### src/rtl/wb_master_if.sv
// Wishbone classic master bridging a single-access CPU port onto the bus.
// One transfer at a time: IDLE issues a cycle, BUSY holds it until ack,
// timeout or flush, WAIT_FOR_STALL parks the read data while the pipeline
// is stalled.
module wb_master_if #(
  parameter int unsigned TIMEOUT = 255
) (
  input  logic        wb_clk_i,
  input  logic        wb_rst_i,
  input  logic        cpu_ce_i,
  input  logic        cpu_we_i,
  input  logic [31:0] cpu_addr_i,
  input  logic [31:0] cpu_data_i,
  input  logic [3:0]  cpu_sel_i,
  input  logic        stall_i,
  input  logic        flush_i,
  output logic [31:0] cpu_data_o,
  output logic        stallreq_o,
  output logic        bus_err_o,
  output logic        wb_cyc_o,
  output logic        wb_stb_o,
  output logic        wb_we_o,
  output logic [31:0] wb_adr_o,
  output logic [31:0] wb_dat_o,
  output logic [3:0]  wb_sel_o,
  input  logic [31:0] wb_dat_i,
  input  logic        wb_ack_i
);

  typedef enum logic [1:0] {StIdle, StBusy, StWaitForStall} state_e;

  localparam logic [7:0] TimeoutLast = 8'(TIMEOUT - 1);

  state_e      state_q, state_d;
  logic        cyc_q, cyc_d;
  logic        stb_q, stb_d;
  logic        we_q, we_d;
  logic [31:0] adr_q, adr_d;
  logic [31:0] dat_q, dat_d;
  logic [3:0]  sel_q, sel_d;
  logic [31:0] rd_buf_q, rd_buf_d;
  logic [7:0]  cnt_q, cnt_d;
  logic        bus_err_q, bus_err_d;

  logic        start_req;
  logic        timeout_hit;

  assign start_req   = cpu_ce_i && !flush_i;
  // Timeout is judged without flush; flush still wins in the next-state logic.
  assign timeout_hit = (state_q == StBusy) && !wb_ack_i && (cnt_q == TimeoutLast);

  // State and bus registers, cleared asynchronously so the bus drops at once.
  always_ff @(posedge wb_clk_i or posedge wb_rst_i) begin
    if (wb_rst_i) begin
      state_q   <= StIdle;
      cyc_q     <= 1'b0;
      stb_q     <= 1'b0;
      we_q      <= 1'b0;
      adr_q     <= '0;
      dat_q     <= '0;
      sel_q     <= '0;
      rd_buf_q  <= '0;
      cnt_q     <= '0;
      bus_err_q <= 1'b0;
    end else begin
      state_q   <= state_d;
      cyc_q     <= cyc_d;
      stb_q     <= stb_d;
      we_q      <= we_d;
      adr_q     <= adr_d;
      dat_q     <= dat_d;
      sel_q     <= sel_d;
      rd_buf_q  <= rd_buf_d;
      cnt_q     <= cnt_d;
      bus_err_q <= bus_err_d;
    end
  end

  // Next-state logic: hold everything by default, error pulse self-clears.
  always_comb begin
    state_d   = state_q;
    cyc_d     = cyc_q;
    stb_d     = stb_q;
    we_d      = we_q;
    adr_d     = adr_q;
    dat_d     = dat_q;
    sel_d     = sel_q;
    rd_buf_d  = rd_buf_q;
    cnt_d     = cnt_q;
    bus_err_d = 1'b0;

    unique case (state_q)
      StIdle: begin
        if (start_req) begin
          cyc_d   = 1'b1;
          stb_d   = 1'b1;
          we_d    = cpu_we_i;
          adr_d   = cpu_addr_i;
          dat_d   = cpu_data_i;
          sel_d   = cpu_sel_i;
          cnt_d   = '0;
          state_d = StBusy;
        end
      end

      StBusy: begin
        if (flush_i) begin
          // Master abort: ack data is dropped and the read buffer kept.
          cyc_d   = 1'b0;
          stb_d   = 1'b0;
          we_d    = 1'b0;
          adr_d   = '0;
          dat_d   = '0;
          sel_d   = '0;
          state_d = StIdle;
        end else if (wb_ack_i || timeout_hit) begin
          cyc_d     = 1'b0;
          stb_d     = 1'b0;
          we_d      = 1'b0;
          adr_d     = '0;
          dat_d     = '0;
          sel_d     = '0;
          rd_buf_d  = (wb_ack_i && !we_q) ? wb_dat_i : 32'h0;
          bus_err_d = !wb_ack_i;
          state_d   = stall_i ? StWaitForStall : StIdle;
        end else begin
          cnt_d = cnt_q + 8'd1;
        end
      end

      StWaitForStall: begin
        if (!stall_i || flush_i) begin
          state_d = StIdle;
        end
      end

      default: state_d = StIdle;
    endcase
  end

  // CPU-facing outputs: stall request and read data bypass are combinational
  // so a combinational ack completes in the strobe cycle.
  always_comb begin
    stallreq_o = 1'b0;
    cpu_data_o = 32'h0;
    unique case (state_q)
      StIdle: stallreq_o = start_req;
      StBusy: begin
        stallreq_o = !(wb_ack_i || flush_i || timeout_hit);
        if (wb_ack_i && !we_q) begin
          cpu_data_o = wb_dat_i;
        end
      end
      StWaitForStall: cpu_data_o = rd_buf_q;
      default: begin
        stallreq_o = 1'b0;
        cpu_data_o = 32'h0;
      end
    endcase
  end

  assign bus_err_o = bus_err_q;
  assign wb_cyc_o  = cyc_q;
  assign wb_stb_o  = stb_q;
  assign wb_we_o   = we_q;
  assign wb_adr_o  = adr_q;
  assign wb_dat_o  = dat_q;
  assign wb_sel_o  = sel_q;

endmodule

### config.mk
export PLATFORM = sky130hd
export DESIGN_NAME = wb_master_if
export DESIGN_NICKNAME = d
export VERILOG_FILES = /design/src/rtl/wb_master_if.sv
export SDC_FILE = /design/constraint.sdc
export NUM_CORES = 1
export LEC_CHECK = 0
export ABC_AREA = 1
export CORE_ASPECT_RATIO = 1.4
export CORE_MARGIN = 2
export CORE_UTILIZATION = 45
export CTS_BUF_LIST = sky130_fd_sc_hd__clkbuf_4 sky130_fd_sc_hd__clkbuf_8
export CTS_CLUSTER_SIZE = 8
export DETAILED_ROUTE_END_ITERATION = 8
export HOLD_SLACK_MARGIN = 0.12
export PLACE_DENSITY = 0.82
export SYNTH_ARGS = -nofsm -noshare
export SYNTH_HDL_FRONTEND = slang
export SYNTH_SLANG_ARGS = --single-unit
### constraint.sdc
create_clock -name wb_clk_i -period 6.7 [get_ports wb_clk_i]
set_input_delay 0.67 -clock wb_clk_i [delete_from_list [all_inputs] [get_ports wb_clk_i]]
set_output_delay 0.67 -clock wb_clk_i [all_outputs]
set_load 0.05 [all_outputs]
# --- Word level (Yosys, flattened, before mapping) ---
# Index checks and enable logic that the tools add are counted.
op_classes:
  addsub: 1
  n_mul: 0
  n_div: 0
  n_lt_le_gt_ge: 0
  n_eq_ne: 8
  shift: 0
  muxes: 32
  n_bitwise: 1
  n_reduce_logical: 19
ops:
  columns: ["cell", "n"]
  rows:
  - ["$pmux W32 S2", 3]
  - ["$mux W32", 5]
  - ["$mux W8", 3]
  - ["$pmux W8 S2", 1]
  - ["$mux W4", 3]
  - ["$mux W2", 5]
  - ["$reduce_and A3 Y1", 3]
  - ["$add A8 B1 Y8 const B", 1]
  - ["$eq A8 B8 Y1 const B", 1]
  - ["$ne A2 B2 Y1 const B", 4]
  - ["$pmux W4 S2", 1]
  - ["$mux W1", 7]
  - ["$pmux W1 S2", 3]
  - ["$pmux W2 S3", 1]
  - ["$logic_not A1 Y1", 5]
  - ["$logic_and A1 B1 Y1", 4]
  - ["$logic_or A1 B1 Y1", 4]
  - ["$reduce_and A4 Y1", 1]
  - ["$ne A3 B2 Y1 const B", 1]
  - ["$eq A2 B1 Y1 const B", 1]
  - ["$eq A2 B2 Y1 const B", 1]
  - ["$logic_not A2 Y1", 1]
  - ["$reduce_bool A2 Y1", 1]
  - ["$not A1 Y1", 1]
word_totals:
  register_bits: 113
  latchBits: 0
  ram_bits: 0
  rom_bits: 0
  inputBits: 107
  out_inout_bits: 105
  wordCells: 70
  memories: 0

# --- Logic depth before layout (Yosys ltp) ---
# Gate-level depths: netlist of the first run.
logic_depth:
  word_depth: 7
  depth_mapped: 11
  ltp_nobuf: 10

# --- Least setup slack after synthesis of the first run ---
# OpenSTA, ideal clock, no wires.
synth_timing:
  path_type: "input port to output port"
  from: "input port wb_ack_i"
  to: "output port cpu_data_o[24]"
  t_arrival_ps: 2029
  t_required_ps: 6030
  setup_slack_ps: 4001
  path_stages: 5
  n_path_buf: 1
  path_cell_list: "inv_1 nor2_2 buf_2 nand3_1 a21oi_1"
synth_via:
  elab_chain_cells: 3
synth_rtl:
  columns: ["item", "line", "source"]
  rows:
  - ["start: declaration", "27", "input logic wb_ack_i"]
  - ["$logic_and A1 B1 Y1", "150", "if (wb_ack_i && !we_q) begin"]
  - ["$mux W32", "150", null]
  - ["$pmux W32 S2", "146", "unique case (state_q)"]
  - ["end: declaration", "17", "output logic [31:0] cpu_data_o,"]
# Every way passes these cells.

# --- Final worst setup path of the first run ---
layout_timing:
  from: "input port wb_ack_i"
  to: "output port cpu_data_o[31]"
# The elaborated chain is that of the path after synthesis.

==> results_dict.tcl, run 1 <==
set metrics [dict create \
    outcome "finished clean" \
    cts_inserted_buffers 17 \
    antenna_cells 0 \
    syn_nets 787 \
    cts_htree_levels 4 \
    clkTransAtPathRegs_ns 0.06 \
    synth_commonest_cells "nand2_1 (278), dfrtp_1 (113), nand4_1 (70)" \
    yosysWarnings 0 \
    r2r_cells 8 \
    post-place-cells 984 \
    async_reset_ff_frac 1.00 \
    timing.reg2reg.setup_slack_ns 4.13 \
    max_freq_mhz 241 \
    num_io_pins 212 \
    endpoint_kind "primary output" \
    synthesis.area_sq_um 5450 \
    totalWireLength_um 15800 \
    synth.area.top_cells "dfrtp_1 (52%), nand2_1 (19%), nand4_1 (8.0%)" \
    total_number_of_nets_in_the_final_design 968 \
    worst_min_path_class "reg2reg" \
    vias 5451 \
    tritoncts_clock_tree "done" \
    crit-reg2reg-launch "state_q[1]" \
    clock_sinks 113 \
    cts.root.buffer_cell "clkbuf_8" \
    die_x_extent_um 97.0 \
    drive_above_1_share 0.0610 \
    slew_headroom 0.184 \
    hold_depth 2 \
    synth.largest_area_cell "dfrtp_1" \
    cts-root-to-sink-buffers 2 \
    syn-instance-count 675 \
    layout_worst_path_cycle_share 0.619 \
    ctsResizeCount 0 \
    vias_per_cell 5.37 \
    max_vdd_drop_mv 0.342 \
    firstDrtPassIters 5 \
    yosysMostFrequentCell "nand2_1" \
    clock_insertion_delay_worst_skew_ns 0.43 \
    layout-area-overhead-vs-synth_pct 45.9 \
    detailedRoute.firstIterationViolations 322 \
    timing.max_cap.violations 0 \
    synth.avg_cell_area_sq_um 8.08 \
    floorplan_core_area_sq_um 11800 \
    post-cts-setup-buffer-count 0 \
    grt_pass1_wl_um 25500 \
    initial_antenna_violation_count 0 \
    synth_top_area_frac 0.519 \
    critical_path_required_ns 6.03 \
    final_period_minus_worst_setup_slack_ns 4.14 \
    synth-seq-area-share 0.519 \
    grt_setup_unrepaired "no" \
    synth_enable_flop_cells 0 \
    p_leak_nw 3.62 \
    pin_count_of_the_biggest_net_entering_global_routing 80 \
    drt-wirelength-per-cell_um 15.6 \
    synth.ff_latch_count 113 \
    layout.core_utilization 0.673 \
    fin_tns_setup_ns 0 \
    dieArea_sq_um 13000 \
    cts.hold.buffers_added 0 \
    critical_path_arrival_ns 3.47 \
    die_y_um 134 \
    start_util 0.461 \
    layout_setup_ws_ns 2.56 \
    route.detailed.drc 0 \
    finalClockSkew_ns 0.0147 \
    r2r_end "wb_adr_o[29]" \
    place_hpwl_um 10800 \
    min_to "wb_adr_o[20]" \
    hold_ws_ns 0.471 \
    place.port_buffers 211 \
    tightestPinTransition_ns 1.22 \
    critPathKind "in2out" \
    ys_types 26 \
    setup-violations-final 0 \
    std_cell_rows 47 \
    grt_use_total 0.240 \
    ant_nets 0 \
    worstSetupStartpointType "input port" \
    instances_no_fill 1016 \
    global_route.overflow_total 0 \
    place_worst_setup_slack_ns 2.58 \
    timing.critical_path.fanout_max 64 \
    grt_pass1_vias 5262 \
    worst_hold_startpoint "wb_adr_o[20]" \
    synth-main-ff-cell "dfrtp_1" \
    power.density_nw_per_um2 522 \
    finalMaxSlewViolations 0 \
    report.final.hold_viol_count 0 \
    place.gp.congestion 0.852 \
]
-- per-layer routing --
layer	up-vias	global-route usage	share of wire
li1	2603	-	-
met1	2568	0.281	0.38
met2	245	0.402	0.50
met3	35	0.0803	0.086
met4	0	0.107	0.031
met5	-	0	0
-- critical path, cell delays in order --
cell and delay, ns:
clkdlybuf4s50_1 0.51, inv_1 0.12, nor2_4 0.92, nand3_1 0.17, a21oi_1 0.21, clkdlybuf4s50_1 0.86
-- state kept, by name, summed over array words and instances, names as in the netlist --
| signal | count |
|---|---|
| rd_buf_q | 32 |
| state_q | 2 |
| cnt_q | 8 |
| wb_adr_o | 32 |
| bus_err_o | 1 |
| wb_sel_o | 4 |
| wb_we_o | 1 |
| wb_stb_o | 1 |
| wb_dat_o | 32 |
-- worst max path at each step --
stage	start	endpoint	cells after the start
2_1_floorplan	wb_rst_i	bus_err_o	1
3_3_place_gp	wb_ack_i	cpu_data_o[29]	6
3_5_place_dp	wb_ack_i	cpu_data_o[31]	6
4_1_cts	wb_ack_i	cpu_data_o[31]	6
5_1_grt	wb_ack_i	cpu_data_o[31]	6
6_report	wb_ack_i	cpu_data_o[31]	6
-- layout by cell type, fill, tap and decap left out, types with 4 or more instances in the layout --
| cell | Yosys | routed |
|---|---|---|
| clkbuf_8 | 0 | 21 |
| nand4_1 | 70 | 70 |
| nand2_1 | 278 | 278 |
| clkdlybuf4s50_1 | 0 | 211 |
| nand3_1 | 44 | 44 |
| inv_1 | 12 | 11 |
| dfrtp_1 | 113 | 113 |
| o21ai_0 | 14 | 14 |
| nor2_1 | 15 | 15 |
| a21oi_1 | 32 | 32 |
| buf_4 | 3 | 5 |
| o21ai_1 | 20 | 20 |
| nand2_2 | 4 | 4 |
| ha_1 | 5 | 4 |
-- per-stage QoR --
step | cell area (sq um) | total power, mW
3_5_place_dp | 7520 | 3.47
5_1_grt | 7950 | 4.37
4_1_cts | 7950 | 4.17
2_1_floorplan | 5450 | 2.74
3_3_place_gp | 7520 | 3.41
6_report | 7950 | 4.15
-- kinds of logic after synthesis --
group                      Yosys count  share of synthesized area
AOI/OAI and AO/OA                   69                     0.0663
adders and majority gates            5                     0.0115
buffers and inverters               67                     0.0604
DFF                                113                      0.519
and+or+nand+nor                    421                      0.343
-- final cells by class --
| cell class | count | area (sq um) |
|---|---|---|
| clock buffers | 23 | 304 |
| clock inverters | 9 | 129 |
| fillers | 973 | 3870 |
| inverters | 13 | 51.3 |
| multi-input cells | 495 | 2310 |
| flip-flops and latches | 113 | 2830 |
| well taps | 147 | 184 |
| repair buffers | 216 | 2150 |
-- power breakdown --
group	switching, mW	internal [mW]
clock network	0.269	0.415
logic	1.64	0.662
registers	0.180	0.982
total	2.09	2.06
(Power assumes the default switching activity.)
==> run 2: changes to the inputs <==
- CORE_UTILIZATION: 45 -> 41
- PLACE_DENSITY: 0.82 -> 0.79
- clock period: 6.7 -> 3.6 ns (I/O delays scaled with it)
==> results_dict.tcl, run 2 (synthesized netlist as in run 1, its figures left out) <==
set metrics [dict create \
    cts.root.buffer_cell "clkbuf_8" \
    finalMaxSlewViolations 0 \
    layout.cells.most_common_list "nand2_1 (278), clkdlybuf4s50_1 (210), dfrtp_1 (113)" \
    layout-area-overhead-vs-synth_pct 47.5 \
    layout_setup_ws_ns 0.516 \
    endpoint_kind "primary output" \
    groute.layer.met2.usage 0.336 \
    worst_min_path_class "in2async" \
    slew_headroom 0.449 \
    layout_worst_path_cycle_share 0.857 \
    die_x_extent_um 101 \
    drive_above_1_share 0.0654 \
    vias 5239 \
    grt_setup_unrepaired "no" \
    ctsResizeCount 0 \
    cts-root-to-sink-buffers 2 \
    critPathKind "reg2out" \
    final_period_minus_worst_setup_slack_ns 3.08 \
    initial_antenna_violation_count 0 \
    floorplan_core_area_sq_um 12900 \
    mostFrequentLayoutCell "nand2_1" \
    total_number_of_nets_in_the_final_design 971 \
    instances_no_fill 1050 \
    grt_pass1_wl_um 24300 \
    cts_htree_levels 4 \
    post-place-cells 1018 \
    place_hpwl_um 9810 \
    cts_inserted_buffers 17 \
    groute.layer.met3.usage 0.0689 \
    power.total_mw 7.69 \
    outcome "finished clean" \
    tritoncts_clock_tree "done" \
    global_route.overflow_total 0 \
    vias_per_cell 4.99 \
    die_y_um 140 \
    crit_path_cell_trace "inv_1, ha_1, buf_12, nand3_1, a21oi_1, clkdlybuf4s50_1" \
    timing.critical_path.fanout_max 25 \
    tightestPinTransition_ns 0.827 \
    max_freq_mhz 324 \
    place.port_buffers 211 \
    pin_count_of_the_biggest_net_entering_global_routing 80 \
    area.sequential_sq_um 2830 \
    drt-wirelength-per-cell_um 14.2 \
    nFillCells 1111 \
    start_util 0.421 \
    firstDrtPassIters 7 \
    detailedRoute.firstIterationViolations 267 \
    timing.max_cap.violations 0 \
    critical_path_arrival_ns 2.72 \
    power.density_nw_per_um2 957 \
    clock_insertion_delay_worst_skew_ns 0.42 \
    std_cell_rows 49 \
    finalClockSkew_ns 0.0129 \
    grt_pass1_vias 4905 \
    critical_path_required_ns 3.24 \
    p_leak_nw 3.64 \
    ant_nets 0 \
    place_worst_setup_slack_ns 0.807 \
    dieArea_sq_um 14200 \
    cts.hold.buffers_added 0 \
    totalWireLength_um 14900 \
    critical_path.n_buffers_inverters 3 \
    multi_input_combinational_cell_area_sq_um 2310 \
    worstSetupStartpointType "flop" \
    critical_path.slowest_cell "clkdlybuf4s50_1" \
    max_vdd_drop_mv 0.590 \
    top_usage_layer "met2" \
    grt.met1_usage 0.273 \
    fin_tns_setup_ns 0 \
    place.gp.congestion 0.790 \
    clock_sinks 113 \
    post-cts-setup-buffer-count 0 \
    setup-violations-final 0 \
    route.detailed.drc 0 \
    antenna_cells 0 \
    worst_path_largest_cell_delay_ns 0.82 \
    grt_use_total 0.213 \
    clkTransAtPathRegs_ns 0.08 \
    num_io_pins 212 \
    report.final.hold_viol_count 0 \
    crit_family "buffers and inverters" \
]
## run 2: worst paths after layout
check | startpoint | endpoint | slack (ns) | cells after the start
worst max-delay path | state_q[1] | cpu_data_o[27] | 0.52 | 6
worst min-delay path | wb_rst_i | wb_adr_o[26] | 0.29 | 2
worst max register to register | state_q[1] | wb_dat_o[12] | 1.18 | 7
worst min register to register | wb_dat_o[29] | wb_dat_o[29] | 0.47 | 2
max in group asynchronous | wb_rst_i | cnt_q[4] | 2.50 | 3
min in group wb_clk_i | wb_dat_o[29] | wb_dat_o[29] | 0.47 | 2
## run 2: worst register-to-register path, delay by kind of cell, from the launching register on
family          cells  cell delay [ns]
flops               1             0.40
compound gates      1             0.35
simple gates        3             0.81
buf+inv             2             0.24
fa+ha+maj           1             0.51
## run 2: cell type report
type,count,share of cell area
clock inverter,13,0.0204
timing repair buffer,219,0.276
inverter,13,0.00638
tap,178,0.0277
clock buffer,19,0.0310
multi-input combinational,495,0.287
sequential,113,0.352
## run 2: routing by layer
metal  vias to the layer above  part of all wire
li1                       2610                 -
met5                         -                 0
met4                         0             0.027
met3                        24             0.073
met1                      2440              0.42
met2                       165              0.48
## run 2: metrics by stage
step	area (sq um)	util	hold slack [ns]
after floorplan	5450	-	0.426
after global placement	7630	0.590	0.452
after detailed placement	7630	0.590	0.457
after CTS	8040	0.622	0.290
after global routing	8040	0.622	0.314
final	8040	0.622	0.293
## run 2: power by group
group / total (mW) / leakage, nW / switching, mW / internal, mW
logic: 4.32 / 1.92 / 3.04 / 1.28
registers: 2.15 / 1.51 / 0.318 / 1.83
clock network: 1.22 / 0.206 / 0.524 / 0.700
total: 7.69 / 3.64 / 3.88 / 3.81
